--- config.mk ---
export PLATFORM = sky130hd
export DESIGN_NAME = qs_ucode_fetch
export DESIGN_NICKNAME = d
export VERILOG_FILES = /design/src/rtl/qs_insts_pkg.sv /design/src/rtl/qs_ucode_fetch_dec.sv /design/src/rtl/qs_ucode_fetch.sv
export SDC_FILE = /design/constraint.sdc
export NUM_CORES = 1
export LEC_CHECK = 0
export BUFFER_PORTS_ARGS = -buffer_cell sky130_fd_sc_hd__buf_4
export CAP_MARGIN = 10
export CORE_ASPECT_RATIO = 0.5
export CORE_UTILIZATION = 45
export CTS_BUF_LIST = sky130_fd_sc_hd__clkbuf_4 sky130_fd_sc_hd__clkbuf_8
export CTS_CLUSTER_SIZE = 12
export DETAILED_ROUTE_END_ITERATION = 16
export PLACE_DENSITY = 0.9
export SYNTH_ARGS = -nofsm -noshare
export SYNTH_HDL_FRONTEND = slang
export SYNTH_SLANG_ARGS = --single-unit
--- constraint.sdc ---
create_clock -name clk -period 2.2 [get_ports clk]
set_clock_uncertainty 0.1 [all_clocks]
set_input_delay 0.44 -clock clk [delete_from_list [all_inputs] [get_ports clk]]
set_output_delay 0.44 -clock clk [all_outputs]
set_load 0.05 [all_outputs]
--- src/rtl/qs_insts_pkg.sv ---
// Shared microcode ISA types: PC, instruction word, opcode/cc encodings,
// and the fetch-sequencer state enum.
package qs_insts_pkg;

    typedef logic [7:0] pc_t;

    typedef enum logic [3:0] {
        OP_NOP  = 4'h0,
        OP_PUSH = 4'h1,
        OP_POP  = 4'h2,
        OP_LD   = 4'h3,
        OP_ST   = 4'h4,
        OP_MOV  = 4'h5,
        OP_MOVI = 4'h6,
        OP_MOVS = 4'h7,
        OP_ADD  = 4'h8,
        OP_SUB  = 4'h9,
        OP_J    = 4'hA,
        OP_CALL = 4'hB,
        OP_RET  = 4'hC,
        OP_WAIT = 4'hD,
        OP_EMIT = 4'hE
    } op_t;

    typedef enum logic [1:0] {
        CC_AL = 2'b00,
        CC_EQ = 2'b01,
        CC_GT = 2'b10,
        CC_LE = 2'b11
    } cc_t;

    typedef struct packed {
        op_t        op;
        cc_t        cc;
        logic [1:0] rsv;
        pc_t        a;
    } inst_t;

    typedef enum logic [1:0] {
        S_RUN   = 2'd0,
        S_FLAGS = 2'd1,
        S_WAIT  = 2'd2,
        S_EMIT  = 2'd3
    } fetch_state_t;

    function automatic pc_t pc_inc(input pc_t p);
        return p + 8'd1;
    endfunction

endpackage

--- src/rtl/qs_ucode_fetch_dec.sv ---
// Combinational field extraction and classification of the fetched word.
// Opcodes outside the defined set classify as NOP.
module qs_ucode_fetch_dec
    import qs_insts_pkg::*;
(
    input  inst_t inst,
    input  logic  flag_eq,
    input  logic  flag_gt,
    output logic  is_issue,
    output logic  is_jmp,
    output logic  is_cond,
    output logic  taken,
    output logic  is_call,
    output logic  is_ret,
    output logic  is_wait,
    output logic  is_emit,
    output pc_t   target
);

    logic unused_rsv;
    assign unused_rsv = ^inst.rsv;
    assign target     = inst.a;

    always_comb begin
        is_issue = 1'b0;
        is_jmp   = 1'b0;
        is_call  = 1'b0;
        is_ret   = 1'b0;
        is_wait  = 1'b0;
        is_emit  = 1'b0;
        case (inst.op)
            OP_PUSH, OP_POP, OP_LD, OP_ST, OP_MOV,
            OP_MOVI, OP_MOVS, OP_ADD, OP_SUB: is_issue = 1'b1;
            OP_J:    is_jmp  = 1'b1;
            OP_CALL: is_call = 1'b1;
            OP_RET:  is_ret  = 1'b1;
            OP_WAIT: is_wait = 1'b1;
            OP_EMIT: is_emit = 1'b1;
            default: ;
        endcase
    end

    always_comb begin
        is_cond = (inst.cc != CC_AL);
        case (inst.cc)
            CC_AL:   taken = 1'b1;
            CC_EQ:   taken = flag_eq;
            CC_GT:   taken = flag_gt;
            CC_LE:   taken = !flag_gt;
            default: taken = 1'b0;
        endcase
    end

endmodule

--- src/rtl/qs_ucode_fetch.sv ---
// Microcode fetch sequencer. Optional stall counter enabled by
// defining QS_UCODE_FETCH_PERF_EN.
module qs_ucode_fetch
    import qs_insts_pkg::*;
#(
    parameter logic RET_ON_RST = 1'b0
) (
    input  logic        clk,
    input  logic        rst,
    output pc_t         ra,
    input  inst_t       rin,
    output logic        issue_vld,
    output inst_t       issue_inst,
    output pc_t         issue_pc,
    input  logic        issue_ack,
    input  logic        flags_vld,
    input  logic        flag_eq,
    input  logic        flag_gt,
    output logic        blink_wr_en,
    output pc_t         blink_wr_data,
    input  pc_t         blink_rd_data,
    input  logic        queue_ready,
    output logic        emit_req,
    input  logic        emit_ack,
`ifdef QS_UCODE_FETCH_PERF_EN
    output logic [31:0] stall_cnt,
`endif
    output logic        busy
);

    fetch_state_t state, state_n;
    pc_t          pc, pc_n, pc_nxt, target;
    logic         first;
    logic         is_issue, is_jmp, is_cond, taken;
    logic         is_call, is_ret, is_wait, is_emit;
    logic         call_wr;

    qs_ucode_fetch_dec u_dec (
        .inst     (rin),
        .flag_eq  (flag_eq),
        .flag_gt  (flag_gt),
        .is_issue (is_issue),
        .is_jmp   (is_jmp),
        .is_cond  (is_cond),
        .taken    (taken),
        .is_call  (is_call),
        .is_ret   (is_ret),
        .is_wait  (is_wait),
        .is_emit  (is_emit),
        .target   (target)
    );

    assign pc_nxt = pc_inc(pc);

    always_ff @(posedge clk or posedge rst) begin
        if (rst) begin
            state <= S_RUN;
            pc    <= '0;
            first <= 1'b1;
        end else begin
            state <= state_n;
            pc    <= pc_n;
            first <= 1'b0;
        end
    end

    always_comb begin
        state_n = state;
        pc_n    = pc;
        case (state)
            S_RUN: begin
                if (is_issue) begin
                    if (issue_ack) pc_n = pc_nxt;
                end else if (is_jmp) begin
                    if (!is_cond || flags_vld)
                        pc_n = taken ? target : pc_nxt;
                    else
                        state_n = S_FLAGS;
                end else if (is_call) begin
                    pc_n = target;
                end else if (is_ret) begin
                    pc_n = blink_rd_data;
                end else if (is_wait) begin
                    state_n = S_WAIT;
                end else if (is_emit) begin
                    state_n = S_EMIT;
                end else begin
                    pc_n = pc_nxt;
                end
            end
            S_FLAGS: if (flags_vld) begin
                pc_n    = taken ? target : pc_nxt;
                state_n = S_RUN;
            end
            S_WAIT: if (queue_ready) begin
                pc_n    = pc_nxt;
                state_n = S_RUN;
            end
            S_EMIT: if (emit_ack) begin
                pc_n    = pc_nxt;
                state_n = S_RUN;
            end
            default: state_n = S_RUN;
        endcase
    end

    // Gate on rst so outputs drop while reset is held, not just at release.
    always_comb begin
        ra            = pc;
        issue_inst    = rin;
        issue_pc      = pc;
        issue_vld     = !rst && (state == S_RUN) && is_issue;
        emit_req      = !rst && (state == S_EMIT);
        call_wr       = !rst && (state == S_RUN) && is_call;
        blink_wr_en   = call_wr || (RET_ON_RST && first && !rst);
        blink_wr_data = call_wr ? pc_nxt : '0;
        busy          = (state != S_WAIT);
    end

`ifdef QS_UCODE_FETCH_PERF_EN
    logic stall;
    assign stall = (state == S_FLAGS) || (state == S_EMIT)
                || (issue_vld && !issue_ack);

    always_ff @(posedge clk or posedge rst) begin
        if (rst)
            stall_cnt <= '0;
        else if (stall && stall_cnt != 32'hFFFF_FFFF)
            stall_cnt <= stall_cnt + 32'd1;
    end
`endif

endmodule

# Word level (Yosys, flattened, before mapping)
# Index checks and enable logic that the tools add are counted.
word_totals:
  regBits: 10
  wordCells: 82
  input_bits: 32
  out_inout_bits: 44
op_classes:
  reduce_logical: 14
  muxes: 32
  add_sub_neg: 1
  eq_ne: 33
ops:
  columns: ["operator", "n"]
  rows:
  - ["two-way mux 8 bit", 13]
  - ["case mux 8 bit (4 select lines)", 1]
  - ["equality test 4 bit, second input constant", 7]
  - ["two-way mux 2 bit", 10]
  - ["equality test 4 x 3 -> 1 bit, second input constant", 4]
  - ["inequality test 3 bit, second input constant", 4]
  - ["inequality test 6 bit, second input constant", 2]
  - ["inequality test 2 bit, second input constant", 5]
  - ["OR reduction 9 bit", 1]
  - ["adder 8 x 1 -> 8 bit, second input constant", 1]
  - ["equality test 2 bit, second input constant", 4]
  - ["equality test 4 x 2 -> 1 bit, second input constant", 2]
  - ["inequality test 4 bit, second input constant", 2]
  - ["case mux 2 bit (4 select lines)", 1]
  - ["AND reduction 8 bit", 1]
  - ["AND reduction 7 bit", 1]
  - ["two-way mux 1 bit", 6]
  - ["equality test 2 x 1 -> 1 bit, second input constant", 2]
  - ["equality test 4 x 1 -> 1 bit, second input constant", 1]
  - ["logical AND 1 bit", 4]
  - ["zero test 2 bit", 2]
  - ["case mux 1 bit (4 select lines)", 1]
  - ["zero test 1 bit", 3]
  - ["nonzero test 2 bit", 1]
  - ["logical OR 1 bit", 1]

# Depth between registers and ports, before layout
# Gate-level depths: netlist (run 1).
depth:
  word_depth: 9
  ltp_mapped: 8
  depth_no_buf: 7

# Hierarchy
# From an unflattened synthesis (run 1), not the netlist that was laid out.
unflattened:
  cells_unflattened: 211
  area_unflattened_um2: 1546.5
by_module_without_submodules:
  columns: ["module", "n_inst", "seq_area_each_um2", "cells_per_inst", "area_each_um2"]
  rows:
  - ["qs_ucode_fetch", 1, 250.2, 189, 1377.6]
  - ["qs_ucode_fetch_dec", 1, 0.0, 22, 168.9]

# Least setup slack after synthesis (run 1)
# OpenSTA, ideal clock, no wires.
synth_path:
  kind: "reg-to-output"
  start: "register pc[0] (netlist: issue_pc[0])"
  end: "output port blink_wr_data[6]"
  stages_incl_launch_ff: 6
  t_required_ns: 1.660
  path_slack_ns: -0.700
  t_arrival_ns: 2.360
  path_buffers: 0
  cell_sequence: "dfrtp_1 ha_1 nand3_1 or3_1 and2_1 nor2_1"
synth_via:
  elab_chain_cells: 2
synth_lines:
  columns: ["element", "line", "rtl"]
  rows:
  - ["start, declared", "qs_ucode_fetch.sv:32", "pc_t pc, pc_n, pc_nxt, target;"]
  - ["start signal, assigned", "qs_ucode_fetch.sv:62", "pc <= pc_n;"]
  - ["adder 8 x 1 -> 8 bit", "qs_insts_pkg.sv:47", "return p + 8'd1;"]
  - ["two-way mux 8 bit", "qs_ucode_fetch.sv:116", "blink_wr_data = call_wr ? pc_nxt : '0;"]
  - ["end, declared", "qs_ucode_fetch.sv:20", "output pc_t blink_wr_data,"]
# No other way between the ends.

# Worst setup path after layout (run 1)
# Same ends and word-level chain as after synthesis.

==> results of run 1 <==
[logic make-up after synthesis]
kind of cell / Yosys count / share of synthesized area
buffers and inverters: 39 / 0.176
XOR/XNOR: 6 / 0.0357
multiplexers: 4 / 0.0314
AND/OR/NAND/NOR: 75 / 0.264
AO/OA/AOI/OAI: 68 / 0.315
flip-flops: 10 / 0.170
adder cells (fa/ha/maj): 1 / 0.00849
[cell usage in the layout, fill, tap and decap left out, drive strengths merged, types with 3 or more instances in the layout]
| cell type | count |
|---|---|
| o211ai | 3 |
| or3 | 3 |
| nor3 | 3 |
| a21o | 3 |
| xor2 | 3 |
| nor2 | 23 |
| a22oi | 4 |
| a31oi | 4 |
| clkbuf | 4 |
| nand2 | 14 |
| nand3 | 4 |
| nor2b | 5 |
| buf | 102 |
| dfrtp | 10 |
| a2bb2oi | 3 |
| nand2b | 3 |
| and3 | 5 |
| o21ai | 18 |
| xnor2 | 3 |
| inv | 5 |
| a21oi | 15 |
| o21a | 3 |
| nand3b | 3 |
[power groups by stage]
| stage | sequential (W) | clock (W) | combinational (W) |
|---|---|---|---|
| floorplan | 0.000650 | 0 | 0.00131 |
| global placement | 0.000376 | 0 | 0.00211 |
| global route | 0.000424 | 0.000256 | 0.00247 |
| detailed placement | 0.000385 | 0 | 0.00217 |
| finish | 0.000411 | 0.000251 | 0.00237 |
| CTS | 0.000409 | 0.000247 | 0.00230 |
[repair_timing]
item                                    CTS  global route
buffers inserted                          0             1
resized for setup                        13             4
endpoints found under the setup margin    4             5
hold endpoints to repair                  0             0
pin swaps                                 3             2
[how the worst max path moves through the flow]
stage / start / endpoint / depth (start not counted)
global route: issue_pc[0]$_DFFE_PP0P_ / blink_wr_data[6] / 6
detailed placement: rin[12] / issue_pc[7]$_DFFE_PP0P_ / 8
CTS: issue_pc[0]$_DFFE_PP0P_ / blink_wr_data[7] / 6
finish: issue_pc[0]$_DFFE_PP0P_ / blink_wr_data[6] / 6
global placement: rin[12] / issue_pc[4]$_DFFE_PP0P_ / 8
floorplan: rin[14] / blink_wr_data[2] / 4
[registers in the layout (all words and copies together), names as in the netlist]
signal    cells
state         2
issue_pc      8
[final cells by class]
class	count	area, µm²
Clock buffer	4	55.1
Fill cell	193	833
Inverter	5	21.3
Multi-Input combinational cell	154	1070
Sequential cell	10	254
Tap cell	40	50.0
Timing Repair Buffer	102	781
[critical path, delay by kind of cell (launching register included)]
| kind | cells | cell delay (ns) |
|---|---|---|
| fa+ha+maj | 1 | 0.16 |
| buf+inv | 1 | 0.16 |
| flops | 1 | 0.39 |
| simple gates | 4 | 0.69 |
[routing by layer]
metal | GRT usage | up-vias | wire, µm
li1 | - | 860 | -
met1 | 0.369 | 909 | 2150
met2 | 0.549 | 139 | 2690
met3 | 0.0886 | 39 | 630
met4 | 0.186 | 0 | 236
met5 | 0 | - | 0
[through the flow]
step                      instances  TNS [ns]  cell area (µm²)  hold WS [ns]
after global placement          310         0             2100         0.388
after global routing            315   -0.0204             2230         0.188
final                           315         0             2230         0.168
after detailed placement        310   -0.0200             2100         0.414
after CTS                       314         0             2220         0.160
after floorplan                 203     -1.81             1550         0.194
==> summary.txt, run 1 <==
STA
  – Hold Fails Final Rpt: 0
  – Unrepaired setup endpoints after global routing: yes
  – Max-slew violations: 0
  – Final setup fails: 0
  – FMAX: between 400 and 500 MHz
  – Max-slew headroom: 0.701
  – Final worst-path cycle share: 0.997
  – Worst Tran Pin Value: around 0.45 ns
  – Post-route worst setup slack: 0.00756 ns
  – Period minus WS final: 2.19 ns

Routing
  – Post-DR vias/cell: a little over 6
  – First-pass DRT Iterations: 5
  – Antenna viol nets, final: 0
  – DRT iter0 DRCs: approximately 180
  – Post-Route WL: roughly 5700 µm
  – Wire per inst: around 18 µm
  – Via count: around 1900
  – Residual DRC: 0

Synthesis
  – Post-Synthesis Cells: around 200
  – FF+latch count, synth: 10
  – Syn Area/Cell: 7.26 µm²
  – Ys async rst share: 1.00
  – Ranking of synthesized cells by area: dfrtp_1 (17%), buf_4 (13%), nor2_1 (5.9%)
  – Synth cell count leaders: buf_4 (25), nor2_1 (23), o21ai_0 (17), a21oi_1 (14), nand2_1 (13)
  – YS warnings: 0
  – Synthesized cell area: 1470 µm²
  – Largest area contributor in the netlist: dfrtp_1
  – Register area share after synthesis: 0.170
  – Post-Syn Nets: 236
  – Main synth FF type: dfrtp_1
  – Post-synth EDFFs: 0
  – Cell with the most instances after synthesis: buf_4
  – Share of the synthesized area in the top cell type: 0.170
  – Yosys cell types: 51

Global routing
  – Tot GR Track Use: 0.321
  – Largest net degree at the start of global routing: 13
  – Vias in the first global route: about 1900
  – GRT Residual Overflow: 0
  – First-pass GRT wire length: approximately 9000 µm
  – Initial antenna violation count: 0

Power and ir drop
  – Clock power share: 0.083
  – Max VDD drop: between 900 and 1000 µV
  – Logic pwr share: 0.782
  – Total power: 0.00304 W
  – LEAKAGE: ~1.0 nW
  – Seq pwr share: 0.135
  – Cell Int Power: roughly 0.0013 W
  – Switching share of power: 0.559
  – Net Sw Power: around 0.0017 W
  – Power density over the cells: 1360 nW/µm²

Finish
  – Final net count: a little over 300
  – Area grow syn2layout: 51.4%
  – Final Util: 0.728
  – Proportion of layout cells with a drive suffix above 1: 0.491
  – Ant. Diodes: 0

Hold path
  – Hold Path Class: primary input to async pin

Setup path
  – Reg2reg end: issue_pc[2]$_DFFE_PP0P_
  – Worst-path maximum fanout: 3
  – Worst path slowest cell: dfrtp_2
  – Worst reg2reg setup slack: roughly 0.20 ns
  – Cell chain of the critical path: ha_4 > nand3_4 > or3_4 > and2_4 > nor2_4 > buf_6
  – WS Path Type: flip-flop to output port
  – CP Launch Type: flip-flop
  – Worst Reg-to-Reg Cells: 6
  – Arrival @ worst endpoint: around 1.7 ns
  – CP Data Required Time: 1.66 ns
  – CP endpoint kind: output port
  – Crit path largest cell delay: 0.39 ns
  – Worst r2r src: state[0]$_DFFE_PP0P_

CTS
  – Clock Latency Late Sink: between 0.2 and 0.3 ns
  – CTS tree: done
  – Num CTS Buffers: 3
  – CTS H-tree depth: 1
  – Clk root buf: clkbuf_8
  – Clock buffer depth: 2
  – Reg clk slew, reported paths: ~0.060 ns
  – Hold_buf cts: 0
  – Sink Count: 10

Floorplan
  – Starting Density: 0.481
  – Horiz. Die Dim: 82.9 µm
  – Placeable Area: 3070 µm²
  – Die H: about 42 µm
  – DIE AREA: between 3000 and 4000 µm²
  – I/O pins: 76
  – FP Rows: 14

Placed design
  – HPWL after DPL: 4030 µm
  – Gp weighted congestion: around 0.93
  – I/O Buffers: 71
  – Setup WS pre-CTS: -0.0107 ns

Status
  – Outcome: complete, no violations

Job
  – Max Cap Violations: 0
Power figures use the tool's default switching activity.
==> inputs of run 2 (changes only) <==
--- a/config.mk
+++ b/config.mk
@@ -6,5 +6,4 @@
 export NUM_CORES = 1
 export LEC_CHECK = 0
-export BUFFER_PORTS_ARGS = -buffer_cell sky130_fd_sc_hd__buf_4
 export CAP_MARGIN = 10
 export CORE_ASPECT_RATIO = 0.5
@@ -13,5 +12,6 @@
 export CTS_CLUSTER_SIZE = 12
 export DETAILED_ROUTE_END_ITERATION = 16
-export PLACE_DENSITY = 0.9
+export DONT_BUFFER_PORTS = 1
+export PLACE_DENSITY = 0.7
 export SYNTH_ARGS = -nofsm -noshare
 export SYNTH_HDL_FRONTEND = slang
==> constraint.sdc (replaced) <==
create_clock -name clk -period 2.2 [get_ports clk]
set_clock_uncertainty 0.1 [all_clocks]
set_input_delay 0.44 -clock clk [delete_from_list [all_inputs] [get_ports clk]]
set_output_delay 0.44 -clock clk [all_outputs]
set_load 0.02 [all_outputs]
==> run 2 against run 1 <==
Against the previous run: global-route usage decreased by 9.3 points; count of clock-buffer cells in the layout unchanged; worst setup slack got worse by 0.0017 ns; register-to-register slack improved by 0.11 ns; final area decreased by 28%; clock power decreased by 6%; wire length decreased by 28%; flip-flop and latch count unchanged; critical path depth decreased by 1; utilization decreased by 20 points.
==> summary.txt, run 2 (synthesis gave the netlist of run 1 again) <==
Global routing
  – Met3 Track Usage GR: 0.0807
  – Most used routing layer: met2
  – Initial antenna violation count: 0
  – Vias in the first global route: roughly 1300
  – GRT Residual Overflow: 0
  – M2 GR Usage: 0.361
  – GRT met1 Usage: 0.306
  – Tot GR Track Use: 0.228
  – First-pass GRT wire length: 6290 µm
  – Largest net degree at the start of global routing: 15

Routing
  – Post-Route WL: ~4100 µm
  – First-pass DRT Iterations: 4
  – DRT iter0 DRCs: 100
  – Post-DR vias/cell: between 6 and 7
  – Residual DRC: 0
  – Via count: 1534
  – Antenna viol nets, final: 0
  – Wire per inst: 16.9 µm

STA
  – Post-route worst setup slack: about 0.0058 ns
  – Final worst-path cycle share: 0.997
  – Period minus WS final: about 2.2 ns
  – Worst Tran Pin Value: 0.453 ns
  – Setup TNS: 0 ns
  – Final setup fails: 0
  – FMAX: around 460 MHz
  – Hold Fails Final Rpt: 0
  – Max-slew headroom: 0.698
  – Max-slew violations: 0
  – Unrepaired setup endpoints after global routing: yes

Placed design
  – HPWL after DPL: about 3200 µm
  – I/O Buffers: 0
  – Setup WS pre-CTS: between 0.1 and 0.15 ns
  – Placed Area: about 1500 µm²
  – Gp weighted congestion: ~0.94

Setup path
  – Arrival @ worst endpoint: around 1.7 ns
  – WS Path Type: flip-flop to output port
  – CP endpoint kind: output port
  – CP Data Required Time: 1.66 ns
  – Worst-path maximum fanout: 3
  – CP Launch Type: flip-flop

Finish
  – Max reg flops: 8
  – Ant. Diodes: 0
  – Area grow syn2layout: 9.76%
  – Commonest non-fill, non-tap cell in the layout: buf_4
  – Fill cells: 295
  – Most frequent cells in the layout: buf_4 (29), nor2_1 (21), o21ai_0 (17), a21oi_1 (14), nand2_1 (13)
  – Finished Cell Area: between 1500 and 2000 µm²
  – Proportion of layout cells with a drive suffix above 1: 0.245
  – Final net count: roughly 240
  – Final Util: 0.528

Floorplan
  – Starting Density: 0.481
  – DIE AREA: approximately 3500 µm²
  – Placeable Area: slightly above 3000 µm²
  – Die H: 42.5 µm
  – Horiz. Die Dim: 82.9 µm
  – FP Rows: 14
  – I/O pins: 76

Status
  – Outcome: complete, no violations

Job
  – Max Cap Violations: 0

Hold path
  – Hold Path Class: primary input to flip-flop

CTS
  – Reg clk slew, reported paths: around 0.05 ns
  – Clock Latency Late Sink: 0.24 ns
  – Clk root buf: clkbuf_8
  – Clock buffer depth: 2
  – CTS tree: done
  – Num CTS Buffers: 3
  – Sink Count: 10
  – CTS H-tree depth: 1

Power and ir drop
  – LEAKAGE: approximately 0.67 nW
  – Max VDD drop: 697 µV
  – Total power: between 0.002 and 0.0025 W
  – Power density over the cells: 1290 nW/µm²
==> run 2: changes by cell type in the layout (fill, tap and decap cells not counted), sizes merged <==
cell         delta
buf            -72
dlygate4sd3     +1
==> run 2: layer usage <==
layer  part of all wire  wire length [µm]
met1               0.45              1850
met2               0.45              1850
met3              0.094               387
met4             0.0070                29
met5                  0                 0
==> run 2: worst max-delay path: stages (launching register included) <==
cell,delay (ns)
dfrtp_2,0.37
ha_2,0.20
nand3_2,0.11
or3_4,0.39
and2_4,0.18
nor2_4,0.16
==> run 2: path summary, 6_finish.rpt <==
path / to / from / slack [ns] / cells after the start
setup reg to reg: issue_pc[6]$_DFFE_PP0P_ / issue_pc[0]$_DFFE_PP0P_ / 0.31 / 7
max in group asynchronous: state[0]$_DFFE_PP0P_ / rst / 1.25 / 3
hold / removal: state[0]$_DFFE_PP0P_ / emit_ack / 0.28 / 2
hold reg to reg: issue_pc[6]$_DFFE_PP0P_ / issue_pc[6]$_DFFE_PP0P_ / 0.47 / 1
setup / recovery: blink_wr_data[6] / issue_pc[0]$_DFFE_PP0P_ / 0.006 / 5
min in group asynchronous: issue_pc[2]$_DFFE_PP0P_ / rst / 0.58 / 3
==> run 2: area by class of cell <==
| type | instances | area [µm²] | share of cell area |
|---|---|---|---|
| clock buffer | 4 | 55.1 | 0.0340 |
| multi-input combinational | 154 | 1000 | 0.619 |
| timing repair buffer | 31 | 239 | 0.148 |
| sequential | 10 | 253 | 0.156 |
| tap | 40 | 50.0 | 0.0309 |
| inverter | 5 | 18.8 | 0.0116 |
==> run 2: what timing repair did <==
action / CTS / global route
hold buffers: 1 / 0
endpoints found under the setup margin: 2 / 5
setup buffers: 0 / 0
gates cloned: 0 / 0
pin swaps: 1 / 3
gates resized for setup: 2 / 9
endpoints found under the hold margin: 10 / 0
==> run 2: where the power goes <==
group,switching (W),leakage [nW],internal (W)
Sequential,0.000132,0.116,0.000280
Clock,0.0000782,0.0288,0.000158
Combinational,0.000833,0.522,0.000602
Total,0.00104,0.666,0.00104
==> run 2: through the flow <==
stage               std cells  hold slack (ns)
finish                    244            0.284
global route              244            0.296
CTS                       244            0.287
detailed placement        239            0.248
global placement          239            0.247
floorplan                 203            0.194
